`src/rtl/fft_pkg.sv`:
```
// Shared types and constants for the FFT frame sequencing blocks.
package fft_pkg;

  localparam int unsigned FFT_N    = 256;
  localparam int unsigned SAMPLE_W = 32;

  typedef enum logic [1:0] {
    FILL      = 2'd0,
    COMPUTE   = 2'd1,
    WAIT_READ = 2'd2,
    READOUT   = 2'd3
  } fft_state_e;

endpackage

```
`src/rtl/cs_sync.sv`:
```
// Two-flop synchronizer for the MCU chip select, plus an edge-history flop
// that turns the synchronized level into one-cycle rise/fall pulses.
module cs_sync (
  input  logic clk,
  input  logic rst_n,
  input  logic cs_in,
  output logic cs_rise,
  output logic cs_fall
);

  logic meta_q, meta_d;
  logic sync_q, sync_d;
  logic hist_q, hist_d;

  // Next-state: shift the raw level through the synchronizer chain.
  always_comb begin
    meta_d = cs_in;
    sync_d = meta_q;
    hist_d = sync_q;
  end

  // Chain resets to the idle (deselected, high) level.
  always_ff @(posedge clk or negedge rst_n) begin
    if (!rst_n) begin
      meta_q <= 1'b1;
      sync_q <= 1'b1;
      hist_q <= 1'b1;
    end else begin
      meta_q <= meta_d;
      sync_q <= sync_d;
      hist_q <= hist_d;
    end
  end

  assign cs_rise =  sync_q & ~hist_q;
  assign cs_fall = ~sync_q &  hist_q;

endmodule

```
`src/rtl/fft_frame_ctrl.sv`:
```
// Frame sequencer for the FFT datapath: decimates the sample strobe stream
// into an N-entry buffer, starts the transform, waits for completion, then
// holds the result until the MCU finishes its chip-select readout.
module fft_frame_ctrl
  import fft_pkg::*;
#(
  parameter int unsigned N       = FFT_N,
  parameter int unsigned DECIM   = 1,
  parameter int unsigned TIMEOUT = 1048576
) (
  input  logic                  clk,
  input  logic                  reset,
  input  logic                  sample_valid,
  input  logic [SAMPLE_W-1:0]   sample_in,
  input  logic                  fft_done,
  input  logic                  cs,
  output logic                  wr_en,
  output logic [$clog2(N)-1:0]  wr_addr,
  output logic [SAMPLE_W-1:0]   wr_data,
  output logic                  fft_start,
  output logic                  done,
  output logic                  timeout_err,
  output logic [7:0]            drop_cnt
);

  localparam int unsigned AW = $clog2(N);
  localparam int unsigned DW = (DECIM > 1) ? $clog2(DECIM) : 1;
  localparam int unsigned TW = (TIMEOUT > 1) ? $clog2(TIMEOUT) : 1;

  fft_state_e          state_q, state_d;
  logic [AW-1:0]       fill_ptr_q, fill_ptr_d;
  logic [DW-1:0]       decim_q, decim_d;
  logic [TW-1:0]       tmo_q, tmo_d;
  logic                wr_en_q, wr_en_d;
  logic [AW-1:0]       wr_addr_q, wr_addr_d;
  logic [SAMPLE_W-1:0] wr_data_q, wr_data_d;
  logic                fft_start_q, fft_start_d;
  logic                done_q, done_d;
  logic                timeout_err_q, timeout_err_d;
  logic [7:0]          drop_q, drop_d;

  logic cs_rise;
  logic cs_fall;
  logic frame_full;
  logic accept;

  cs_sync u_cs_sync (
    .clk     (clk),
    .rst_n   (reset),
    .cs_in   (cs),
    .cs_rise (cs_rise),
    .cs_fall (cs_fall)
  );

  // The cycle after the last buffer write is spent issuing fft_start while
  // still nominally in FILL; a strobe landing there is counted as dropped so
  // wr_en can never coincide with COMPUTE.
  assign frame_full = wr_en_q && (wr_addr_q == AW'(N - 1));
  assign accept     = sample_valid && (state_q == FILL) && !frame_full;

  // Next-state and output-register logic for the frame sequencer.
  always_comb begin
    state_d       = state_q;
    fill_ptr_d    = fill_ptr_q;
    decim_d       = decim_q;
    tmo_d         = tmo_q;
    wr_en_d       = 1'b0;
    wr_addr_d     = wr_addr_q;
    wr_data_d     = wr_data_q;
    fft_start_d   = 1'b0;
    done_d        = done_q;
    timeout_err_d = timeout_err_q;
    drop_d        = drop_q;

    if (sample_valid && !accept && (drop_q != 8'hFF)) begin
      drop_d = drop_q + 8'd1;
    end

    case (state_q)
      FILL: begin
        if (frame_full) begin
          fft_start_d = 1'b1;
          state_d     = COMPUTE;
          fill_ptr_d  = '0;
          tmo_d       = '0;
        end else if (sample_valid) begin
          if (decim_q == '0) begin
            wr_en_d    = 1'b1;
            wr_addr_d  = fill_ptr_q;
            wr_data_d  = sample_in;
            fill_ptr_d = fill_ptr_q + AW'(1);
          end
          decim_d = (decim_q == DW'(DECIM - 1)) ? '0 : decim_q + DW'(1);
        end
      end
      COMPUTE: begin
        if (fft_done) begin
          done_d  = 1'b1;
          state_d = WAIT_READ;
          tmo_d   = '0;
        end else if (tmo_q == TW'(TIMEOUT - 1)) begin
          timeout_err_d = 1'b1;
          state_d       = FILL;
          fill_ptr_d    = '0;
          tmo_d         = '0;
        end else begin
          tmo_d = tmo_q + TW'(1);
        end
      end
      WAIT_READ: begin
        if (cs_fall) begin
          state_d = READOUT;
        end
      end
      READOUT: begin
        if (cs_rise) begin
          done_d     = 1'b0;
          state_d    = FILL;
          fill_ptr_d = '0;
          decim_d    = '0;
        end
      end
      default: begin
        state_d = FILL;
      end
    endcase
  end

  // State and registered outputs; async reset clears everything at once.
  always_ff @(posedge clk or negedge reset) begin
    if (!reset) begin
      state_q       <= FILL;
      fill_ptr_q    <= '0;
      decim_q       <= '0;
      tmo_q         <= '0;
      wr_en_q       <= 1'b0;
      wr_addr_q     <= '0;
      wr_data_q     <= '0;
      fft_start_q   <= 1'b0;
      done_q        <= 1'b0;
      timeout_err_q <= 1'b0;
      drop_q        <= '0;
    end else begin
      state_q       <= state_d;
      fill_ptr_q    <= fill_ptr_d;
      decim_q       <= decim_d;
      tmo_q         <= tmo_d;
      wr_en_q       <= wr_en_d;
      wr_addr_q     <= wr_addr_d;
      wr_data_q     <= wr_data_d;
      fft_start_q   <= fft_start_d;
      done_q        <= done_d;
      timeout_err_q <= timeout_err_d;
      drop_q        <= drop_d;
    end
  end

  assign wr_en       = wr_en_q;
  assign wr_addr     = wr_addr_q;
  assign wr_data     = wr_data_q;
  assign fft_start   = fft_start_q;
  assign done        = done_q;
  assign timeout_err = timeout_err_q;
  assign drop_cnt    = drop_q;

endmodule

```
`config.mk`:
```
export PLATFORM = sky130hd
export DESIGN_NAME = fft_frame_ctrl
export DESIGN_NICKNAME = d
export VERILOG_FILES = /design/src/rtl/fft_pkg.sv /design/src/rtl/cs_sync.sv /design/src/rtl/fft_frame_ctrl.sv
export SDC_FILE = /design/constraint.sdc
export NUM_CORES = 1
export LEC_CHECK = 0
export ABC_AREA = 0
export BUFFER_PORTS_ARGS = -buffer_cell sky130_fd_sc_hd__buf_2
export CORE_UTILIZATION = 54
export DETAILED_ROUTE_END_ITERATION = 6
export PLACE_DENSITY = 0.8
export SLEW_MARGIN = 20
export SYNTH_ARGS = -nofsm -noshare
export SYNTH_HDL_FRONTEND = slang
export SYNTH_SLANG_ARGS = --single-unit
```
`constraint.sdc`:
```
create_clock -name clk -period 2.5 [get_ports clk]
set_input_delay 0.125 -clock clk [delete_from_list [all_inputs] [get_ports clk]]
set_output_delay 0.125 -clock clk [all_outputs]
set_load 0.005 [all_outputs]
```
==> metrics.md <==
| Metric | Value |
|---|---|
| Fill cells | `479` |
| Area grow syn2layout | `27.5%` |
| Post-synth top flop | `dfrtp_1` |
| Total Power | `5.20 mW` |
| Placed instance area | `4490 um2` |
| Unrepaired setup endpoints after global routing | `false` |
| Placed Instances | `519` |
| TNS Setup | `0 ns` |
| Peak ir drop on the vdd network | `0.000609 V` |
| Die span in y | `87.2 um` |
| Worst-path cell chain | `inv_1, ha_1, inv_2, o41a_1, nor2_1, buf_4, a22o_1` |
| Area leader, netlist | `dfrtp_1` |
| Clock Pin Slew Worst Setup and Hold Paths | `0.09 ns` |
| Worst-skew pair later-pin latency | `0.37 ns` |
| Grt ovf | `0` |
| Hold_buf cts | `32` |
| Io pins | `89` |
| H-tree levels | `3` |
| Critical path's largest stage delay | `0.68 ns` |
| Final #Nets | `511` |
| Run status | `finished, final reports clean` |
| RePlAce Congestion | `0.927` |
| DRT antenna net count | `0` |
| Worst-Margin Slew | `0.741 ns` |
| Detailed Place HPWL | `5630 um` |
| Initial core utilization | `56.7%` |
| Final period utilization | `93.0%` |
| Synth top area cells | `dfrtp_1 52%, mux2_2 12%, o21ai_0 2.8%, ha_1 2.6%, a22o_1 2.5%` |
| Pre-antenna DRT Iters | `4` |
| Proportion of layout cells with a drive suffix above 1 | `34.8%` |
| Clock tree buffer depth | `2` |
| Pre-CTS WS | `0.212 ns` |
| Post-CTS Repair Setup Buffers | `0` |
| Pwr/cell area | `1040 nW/um2` |
| Clock Skew | `0.0125 ns` |
| Initial antenna violation count | `0` |
| Core Footprint | `6910 um2` |
| CTS root buffer | `clkbuf_8` |
| Flops & latches, synth | `85` |
| Tot GR Track Use | `26.2%` |
| Post-Syn Area | `3920 um2` |
| Crit-path slowest cell | `o41a_1` |
| Number of global-route vias before repair | `3,077` |
| Maxcap violations | `0` |
| Final core occ | `72.3%` |
| Max-slew violation count | `0` |
| First DRT Iteration DRCs | `189` |
| DRC | `0` |
| Final Non-Filler Cells | `567` |
| Sequential fraction of the synthesis area | `54.4%` |
| Final wirelength | `9380 um` |
| Clock sinks | `85` |
| Die area | `7600 um2` |
| Final setup vio count | `0` |
| Site row count | `30` |
| Crit path max fanout | `17` |
| Headroom to the max-slew limit | `50.6%` |
| Resize count post-CTS | `0` |
| Clock buffer count from CTS | `9` |
| Top achievable clock speed | `430 MHz` |
| Crit Path Class | `register to register` |
| Syn_nets | `383` |
| Global-route wire length before repair | `14,900 um` |
| Top-area cell type share of the netlist area | `52.4%` |
| Worst Hold Class | `input port to register` |
| Die width | `87.2 um` |
| Final setup margin | `0.175 ns` |
| Crit-path leading delay family | `compound AO/OA/AOI/OAI gates` |
| Final hold vios | `0` |
| Required time worst endpoint | `2.81 ns` |
| Minimum clock period | `2.32 ns` |
| Vias per cell | `5.58` |
| Worst hold margin | `0.0147 ns` |
| TritonCTS clock tree | `built` |
| EDFF count, synth | `0` |
| I/O Buffers | `88` |
| Design area | `4990 um2` |
| Wire per inst | `16.5 um` |
| Vias | `3,164` |
| Arrival @ worst endpoint | `2.63 ns` |
| Endpoint class of the critical path | `register` |
| Synth Instances | `338` |
| Synth cell types | `49` |
| Largest net degree at the start of global routing | `86` |
| Type of origin of the critical path | `register` |
| Buf+Inv Stages, Crit Path | `3` |
| Leakage power total | `2.33 nW` |
| Warnings from Yosys | `0` |
| Syn Area/Cell | `11.6 um2` |
| Share of synthesized flip-flops with an asynchronous set or reset | `100%` |
| # diodes | `0` |
==> registers in the layout, summed over array words and instances (netlist names), 8 cells and up, named ones only <==
name and count:
wr_addr 8, tmo_q 20, fill_ptr_q 8, drop_cnt 8, wr_data 32
==> final timing paths <==
check | from | endpoint | slack [ns] | cells after the start
setup / recovery | register | tmo_q[12] | 0.18 | 7
hold / removal | sample_in[1] | wr_data[1] | 0.01 | 2
setup reg to reg | register | tmo_q[12] | 0.18 | 7
hold reg to reg | u_cs_sync.meta_q | u_cs_sync.hist_d | 0.36 | 0
max in group asynchronous | reset | tmo_q[12] | 1.62 | 2
min in group asynchronous | reset | wr_data[27] | 0.38 | 2
==> layout by cell type, fill, tap and decap left out, types with 4 or more instances in the layout <==
cell | Yosys | final
a21o_1 | 6 | 6
a22o_1 | 11 | 11
and4_1 | 4 | 4
buf_2 | 3 | 87
clkbuf_8 | 0 | 9
dfrtp_1 | 82 | 82
dlygate4sd3_1 | 0 | 32
ha_1 | 8 | 8
inv_1 | 9 | 9
mux2_2 | 40 | 40
nand2_1 | 23 | 23
nand2b_1 | 4 | 4
nand3_1 | 18 | 17
nand4_1 | 7 | 7
nor2_1 | 25 | 25
nor3_1 | 9 | 9
nor4_1 | 4 | 4
o21ai_0 | 22 | 22
xnor2_1 | 7 | 7
xor2_1 | 9 | 9
==> where the power goes <==
group          internal (mW)  switching [mW]
clock                  0.373           0.529
sequential              1.85           0.384
combinational           1.03            1.03
==> cell usage after synthesis, drive strengths merged (3+ instances only) <==
cell,count
a21o,6
nand3,18
o211ai,3
dfstp,3
o21ai,22
nor2,26
nand2b,4
buf,4
nor4,4
xnor2,7
a22o,11
nand4,8
and3,3
clkbuf,3
xor2,9
dfrtp,82
ha,8
nor3,9
and2,3
nand2,23
and4,4
inv,10
mux2,40
a21oi,3
==> layout make-up <==
class | instances | area (um2) | area share, %
Inverter | 10 | 37.5 | 0.752
Timing Repair Buffer | 124 | 810 | 16.2
Clock inverter | 7 | 56.3 | 1.13
Sequential cell | 85 | 2130 | 42.7
Clock buffer | 9 | 124 | 2.48
Tap cell | 96 | 120 | 2.41
Multi-Input combinational cell | 236 | 1720 | 34.4
==> cells by family after synthesis <==
| logic type | after synthesis | synth area share (%) |
|---|---|---|
| flops | 85 | 54.4 |
| xor+xnor | 16 | 3.58 |
| compound gates | 56 | 10.2 |
| buf+inv | 17 | 1.92 |
| simple gates | 114 | 15.3 |
| mux | 42 | 12.0 |
| fa+ha+maj | 8 | 2.56 |
==> routing by layer <==
layer,global-route usage (%),vias to the layer above,wire length (um)
met5,0,-,0
met4,11.6,0,242
met3,7.01,24,644
met2,42.9,124,4470
met1,32.9,1536,4020
li1,-,1480,-
(Power assumes the default switching activity.)
